`config.mk`:
```
export PLATFORM = sky130hd
export DESIGN_NAME = fir_pe_ctrl
export DESIGN_NICKNAME = d
export VERILOG_FILES = /design/src/rtl/fir_pe_pkg.sv /design/src/rtl/fir_pe_coef_rf.sv /design/src/rtl/fir_pe_ctrl.sv
export SDC_FILE = /design/constraint.sdc
export NUM_CORES = 1
export LEC_CHECK = 0
export ABC_AREA = 1
export BUFFER_PORTS_ARGS = -buffer_cell sky130_fd_sc_hd__buf_2
export CORE_ASPECT_RATIO = 0.6
export CORE_UTILIZATION = 44
export DETAILED_ROUTE_END_ITERATION = 10
export PLACE_DENSITY = 0.67
export SLEW_MARGIN = 25
export SYNTH_ARGS = -nofsm -noshare
export SYNTH_HDL_FRONTEND = slang
export SYNTH_SLANG_ARGS = --single-unit
export TNS_END_PERCENT = 100
```
`constraint.sdc`:
```
create_clock -name clk -period 2.6 [get_ports clk]
set_clock_uncertainty 0.2 [all_clocks]
set_input_delay 0.13 -clock clk [delete_from_list [all_inputs] [get_ports clk]]
set_output_delay 0.13 -clock clk [all_outputs]
set_load 0.05 [all_outputs]
```
`src/rtl/fir_pe_pkg.sv`:
```
// fir_pe_pkg: run-controller state encoding and default widths, shared by the
// controller RTL and the emulation wrapper.
package fir_pe_pkg;

    typedef enum logic [1:0] {
        IDLE  = 2'd0,
        RUN   = 2'd1,
        FLUSH = 2'd2,
        WAIT  = 2'd3
    } fir_state_e;

    localparam logic [1:0] ST_IDLE  = 2'd0;
    localparam logic [1:0] ST_RUN   = 2'd1;
    localparam logic [1:0] ST_FLUSH = 2'd2;
    localparam logic [1:0] ST_WAIT  = 2'd3;

    localparam int FIR_TAPS_DEF = 8;
    localparam int FIR_CW_DEF   = 8;
    localparam int FIR_XW_DEF   = 4;

    function automatic logic addr_in_range(input logic [31:0] addr, input int n);
        return (addr < $unsigned(n));
    endfunction

endpackage

```
`src/rtl/fir_pe_coef_rf.sv`:
```
// fir_pe_coef_rf: N_TAPS x CW coefficient register file with a single write
// port and a flattened read bus (slice k feeds PE k).
module fir_pe_coef_rf
    import fir_pe_pkg::*;
#(
    parameter int N_TAPS = FIR_TAPS_DEF,
    parameter int CW     = FIR_CW_DEF,
    parameter int AW     = $clog2(N_TAPS)
) (
    input  logic                 clk,
    input  logic                 rst_n,
    input  logic                 we,
    input  logic [AW-1:0]        addr,
    input  logic [CW-1:0]        wdata,
    output logic [N_TAPS*CW-1:0] rd_bus
);
    logic [CW-1:0] coef_r [N_TAPS];
    logic          wr_ok_s;

    assign wr_ok_s = we & addr_in_range(32'(addr), N_TAPS);

    // Coefficient storage; addresses past the last tap never match a row
    always_ff @(posedge clk or negedge rst_n) begin
        if (!rst_n) begin
            for (int k = 0; k < N_TAPS; k++) begin
                coef_r[k] <= '0;
            end
        end else begin
            for (int k = 0; k < N_TAPS; k++) begin
                if (wr_ok_s && (addr == AW'(k))) begin
                    coef_r[k] <= wdata;
                end
            end
        end
    end

    for (genvar g = 0; g < N_TAPS; g++) begin : g_rd
        assign rd_bus[g*CW +: CW] = coef_r[g];
    end

endmodule

```
`src/rtl/fir_pe_ctrl.sv`:
```
// fir_pe_ctrl: run controller for a systolic fir_pe chain -- holds coefficients,
// streams samples with flush, and forwards exactly run_len results.
module fir_pe_ctrl
    import fir_pe_pkg::*;
#(
    parameter int N_TAPS = 8,
    parameter int CW     = 8,
    parameter int XW     = 4
) (
    input  logic                      clk,
    input  logic                      rst_n,
    input  logic                      cfg_we,
    input  logic [$clog2(N_TAPS)-1:0] cfg_addr,
    input  logic [CW-1:0]             cfg_data,
    input  logic                      start,
    input  logic [7:0]                run_len,
    input  logic                      abort,
    input  logic [XW-1:0]             in_x,
    input  logic                      in_valid,
    output logic                      in_ready,
    output logic [N_TAPS*CW-1:0]      pe_cin,
    output logic [XW-1:0]             pe_xin,
    output logic [XW-1:0]             pe_yin,
    output logic                      pe_rdy,
    input  logic [XW-1:0]             pe_yout,
    input  logic                      pe_vld,
    output logic [XW-1:0]             y_out,
    output logic                      y_valid,
    output logic                      busy,
    output logic                      done,
    output logic                      cfg_err
);
    localparam int AW = $clog2(N_TAPS);

    logic [1:0]    state_r, state_nxt_s;
    logic [7:0]    rem_in_r, rem_in_nxt_s, rem_out_r;
    logic [AW-1:0] flush_cnt_r, flush_nxt_s;
    logic [8:0]    in_flight_r, in_flight_nxt_s;
    logic          push_s, start_ok_s, abort_hit_s, done_nxt_s, coef_we_s;
    logic [XW-1:0] push_x_s;
    logic          aborted_r, in_ready_r, pe_rdy_r, y_valid_r, busy_r, done_r, cfg_err_r;
    logic [XW-1:0] pe_xin_r, y_out_r;

    assign coef_we_s = cfg_we & (state_r == ST_IDLE);

    fir_pe_coef_rf #(.N_TAPS(N_TAPS), .CW(CW), .AW(AW)) u_coef_rf (
        .clk    (clk),
        .rst_n  (rst_n),
        .we     (coef_we_s),
        .addr   (cfg_addr),
        .wdata  (cfg_data),
        .rd_bus (pe_cin)
    );

    // Run sequencing: next state, sample/flush pushes and run completion
    always_comb begin
        state_nxt_s  = state_r;
        rem_in_nxt_s = rem_in_r;
        flush_nxt_s  = flush_cnt_r;
        push_s       = 1'b0;
        push_x_s     = pe_xin_r;
        start_ok_s   = 1'b0;
        abort_hit_s  = 1'b0;
        done_nxt_s   = 1'b0;
        case (state_r)
            ST_IDLE: begin
                if (start && (run_len != 8'd0)) begin
                    start_ok_s   = 1'b1;
                    rem_in_nxt_s = run_len;
                    state_nxt_s  = ST_RUN;
                end else begin
                    state_nxt_s  = ST_IDLE;
                end
            end
            ST_RUN: begin
                if (abort) begin
                    abort_hit_s = 1'b1;
                    state_nxt_s = ST_WAIT;
                end else if (in_valid && in_ready_r) begin
                    push_s       = 1'b1;
                    push_x_s     = in_x;
                    rem_in_nxt_s = rem_in_r - 8'd1;
                    if (rem_in_r == 8'd1) begin
                        flush_nxt_s = AW'(N_TAPS - 1);
                        state_nxt_s = ST_FLUSH;
                    end else begin
                        state_nxt_s = ST_RUN;
                    end
                end else begin
                    state_nxt_s = ST_RUN;
                end
            end
            ST_FLUSH: begin
                if (abort) begin
                    abort_hit_s = 1'b1;
                    state_nxt_s = ST_WAIT;
                end else if (flush_cnt_r != {AW{1'b0}}) begin
                    push_s      = 1'b1;
                    push_x_s    = {XW{1'b0}};
                    flush_nxt_s = flush_cnt_r - AW'(1);
                    state_nxt_s = (flush_cnt_r == AW'(1)) ? ST_WAIT : ST_FLUSH;
                end else begin
                    state_nxt_s = ST_WAIT;
                end
            end
            ST_WAIT: begin
                // A push issued this cycle is not yet in in_flight_r, so hold for it too
                if ((rem_out_r == 8'd0) && (in_flight_r == 9'd0) && !pe_rdy_r) begin
                    done_nxt_s  = ~aborted_r;
                    state_nxt_s = ST_IDLE;
                end else begin
                    state_nxt_s = ST_WAIT;
                end
            end
            default: begin
                state_nxt_s = ST_IDLE;
            end
        endcase
    end

    // Results still inside the chain; a stray pe_vld at zero cannot wrap
    always_comb begin
        case ({pe_rdy_r, pe_vld})
            2'b10:   in_flight_nxt_s = in_flight_r + 9'd1;
            2'b01:   in_flight_nxt_s = (in_flight_r != 9'd0) ? (in_flight_r - 9'd1) : in_flight_r;
            default: in_flight_nxt_s = in_flight_r;
        endcase
    end

    // State, counters and registered outputs
    always_ff @(posedge clk or negedge rst_n) begin
        if (!rst_n) begin
            state_r     <= ST_IDLE;
            rem_in_r    <= 8'd0;
            rem_out_r   <= 8'd0;
            flush_cnt_r <= {AW{1'b0}};
            in_flight_r <= 9'd0;
            aborted_r   <= 1'b0;
            in_ready_r  <= 1'b0;
            busy_r      <= 1'b0;
            pe_rdy_r    <= 1'b0;
            pe_xin_r    <= {XW{1'b0}};
            done_r      <= 1'b0;
            y_out_r     <= {XW{1'b0}};
            y_valid_r   <= 1'b0;
            cfg_err_r   <= 1'b0;
        end else begin
            state_r     <= state_nxt_s;
            rem_in_r    <= rem_in_nxt_s;
            flush_cnt_r <= flush_nxt_s;
            in_flight_r <= in_flight_nxt_s;
            in_ready_r  <= (state_nxt_s == ST_RUN);
            busy_r      <= (state_nxt_s != ST_IDLE);
            pe_rdy_r    <= push_s;
            pe_xin_r    <= push_x_s;
            done_r      <= done_nxt_s;
            y_out_r     <= pe_yout;
            y_valid_r   <= pe_vld & (rem_out_r != 8'd0) & ~abort_hit_s;
            if (start_ok_s) begin
                rem_out_r <= run_len;
            end else if (abort_hit_s) begin
                rem_out_r <= 8'd0;
            end else if (pe_vld && (rem_out_r != 8'd0)) begin
                rem_out_r <= rem_out_r - 8'd1;
            end
            if (start_ok_s) begin
                aborted_r <= 1'b0;
            end else if (abort_hit_s) begin
                aborted_r <= 1'b1;
            end
            if (start_ok_s) begin
                cfg_err_r <= 1'b0;
            end else if (cfg_we && (state_r != ST_IDLE)) begin
                cfg_err_r <= 1'b1;
            end
        end
    end

    assign in_ready = in_ready_r;
    assign busy     = busy_r;
    assign pe_rdy   = pe_rdy_r;
    assign pe_xin   = pe_xin_r;
    assign pe_yin   = {XW{1'b0}};
    assign done     = done_r;
    assign y_out    = y_out_r;
    assign y_valid  = y_valid_r;
    assign cfg_err  = cfg_err_r;

endmodule

```
==> flow_metrics.tcl <==
set metrics [dict create \
    status "completed" \
    cts_buffers 9 \
    antenna_cells 0 \
    grt_pass1_vias 4112 \
    placedInstanceArea_sq_mm 0.00609 \
    wl_microns 12800 \
    finalNetCount 807 \
    crit_slowest_cell "dlygate4sd3_1" \
    start_util_pct 45.1 \
    final_cell_mix "nand2_1, buf_2, dfrtp_1" \
    drc 0 \
    fin_crit_ns 2.26 \
    grt_max_degree 57 \
    peakVddDrop_mv 0.572 \
    hold_slack_ns 0.0528 \
    critPathCaptureType "register" \
    worst-path-max-fanout 8 \
    synth_top_area_share_pct 50.1 \
    hold_class "in2reg" \
    ys_types 34 \
    std_cell_rows 31 \
    arrival_ns 2.29 \
    clock-root-buffer "clkbuf_16" \
    area_delta_synth_final_pct 21.5 \
    grtUsageTotal_pct 20.6 \
    maxCapViolations 0 \
    dp_slack_ns 0.445 \
    fin_cells 923 \
    hold_viol 0 \
    power.total_mw 9.15 \
    cts.repair.resized 0 \
    cpPeakStageDelay_ns 0.54 \
    grt_pass1_wl_microns 20800 \
    cts_tree "yes" \
    synth_top_family_by_area "simple AND/OR/NAND/NOR gates" \
    vias_per_cell 4.86 \
    final_core_util_pct 54.8 \
    required_ns 2.64 \
    yosys_warnings 0 \
    synth_seq_cells 109 \
    io_buffer_count 111 \
    finalInstanceArea_sq_mm 0.00662 \
    yosys-top-cells-area "dfrtp_1, nand2_1, ha_1" \
    syn_area_sq_mm 0.00544 \
    drtAntennaViolNets 0 \
    die_y_microns 88.2 \
    tns_ns 0 \
    cts_buffer_depth 2 \
    worst_pin_slew_ns 0.748 \
    wl_per_cell_microns 13.9 \
    syn_area_per_cell_sq_um 8.78 \
    synth_compound_area_share_pct 13.3 \
    cts_setup_buffers 0 \
    place_hpwl_microns 9500 \
    synth-simple-area-share_pct 22.7 \
    io_pins 116 \
    post-route-period-util_pct 86.8 \
    dr.pass1.iters 5 \
    gp_congestion 0.850 \
    maxSlewHeadroom_pct 50.1 \
    synth.area.mux_share_pct 0 \
    power_density_mw_per_mm2 1380 \
    setup_slack_ns 0.343 \
    cp-start-kind "input port" \
    layout-drive-gt1-share_pct 23.5 \
    design.core.area_sq_mm 0.0121 \
    synth_top_area_cell "dfrtp_1" \
    p_leak_nw 3.65 \
    finalSetupViolCount 0 \
    clock_latency_ns 0.34 \
    path_class "in2reg" \
    max_freq_mhz 443 \
    synth_cells 620 \
    nFillCells 1107 \
    cts.clk_slew.worst_paths_ns 0.08 \
    slew_viol_final 0 \
    routed-via-count 4484 \
    first_iter_violations 292 \
    gr-total-overflow 0 \
    rsz0062_at_grt "false" \
    place_inst 885 \
    ys_seq_area_share_pct 50.1 \
    die_area_sq_mm 0.0128 \
    cp_cell_sequence "dlygate4sd3_1 -> buf_2 -> nand2_1 -> inv_1 -> ha_1 -> inv_1 -> o21ai_0 -> a21oi_1 -> or2_2 -> nand3_1 -> nand2_1" \
    synth_xor_area_share_pct 1.61 \
    die_w_microns 146 \
    final_common_cell "nand2_1" \
    h-tree-depth 3 \
    yosys.area_share.adder_pct 4.74 \
    clkSinkCount 109 \
    antenna_found_initial 0 \
]
[logic make-up after synthesis]
group / after synthesis
and+or+nand+nor: 281
AOI/OAI and AO/OA: 118
DFF: 109
buffers and inverters: 81
adders and majority gates: 20
xor gates and xnor gates: 10
other: 1
[worst paths after layout]
kind | from | to | slack [ns] | cells past startpoint
hold reg to reg | aborted_r | done | 0.24 | 1
max in group asynchronous | rst_n | u_coef_rf.rd_bus[3] | 1.29 | 3
setup / recovery | pe_vld | in_flight_r[6] | 0.34 | 11
hold / removal | cfg_data[1] | u_coef_rf.rd_bus[49] | 0.05 | 3
setup reg to reg | pe_rdy | in_flight_r[6] | 0.42 | 10
min in group asynchronous | rst_n | u_coef_rf.rd_bus[26] | 0.18 | 2
[flip-flops by register name (all words and copies together) (netlist names), 2 cells and up]
name and cells:
rem_out_r 8, rem_in_r 8, u_coef_rf.rd_bus 64, y_out 4, state_r 2, flush_cnt_r 3
pe_xin 4, in_flight_r 9
[final cells by class]
cell class	count	area (sq um)	area share, %
clock buffers	10	239	3.61
clock inverters	6	62.6	0.946
inverters	63	239	3.61
multi-input cells	433	2320	35.1
flip-flops and latches	109	2730	41.2
well taps	165	206	3.12
repair buffers	137	821	12.4
[power by group]
group	internal [mW]	switching, mW	total (mW)
combinational	1.35	3.54	4.89
sequential	2.41	0.460	2.87
clock	0.705	0.679	1.38
total	4.47	4.68	9.15
[critical path: cells and delay by family]
kind                     cells  cell delay (ns)
AND/OR/NAND/NOR              4             0.51
buffers and inverters        4             0.93
AO/OA/AOI/OAI                2             0.35
adder cells (fa/ha/maj)      1             0.38
[cells in the mapped netlist (all sizes together)]
| library cell | count |
|---|---|
| nand2 | 202 |
| dfrtp | 109 |
| o21ai | 101 |
| inv | 63 |
| nor2 | 43 |
| nand3 | 30 |
| ha | 19 |
| buf | 18 |
| a21oi | 12 |
| xnor2 | 6 |
| xor2 | 4 |
| nand3b | 2 |
| nand4 | 2 |
| o21bai | 2 |
| a22o | 1 |
| a22oi | 1 |
| conb | 1 |
| fa | 1 |
| nor3b | 1 |
| o211a | 1 |
| or2 | 1 |
[routing by layer]
layer  up-vias  global-route usage [%]  share of wire, %
met5         -                       0                 0
met4         0                    4.98              0.68
met3         9                    4.38               4.6
met2       121                    30.5                43
met1      2114                    30.8                52
li1       2240                       -                 -
[timing repair]
action / CTS / global route
endpoints found under the hold margin: 76 / 0
hold buffers: 22 / 0
setup endpoints to repair: 0 / 0
No activity file was read; power rests on OpenSTA's default activity.
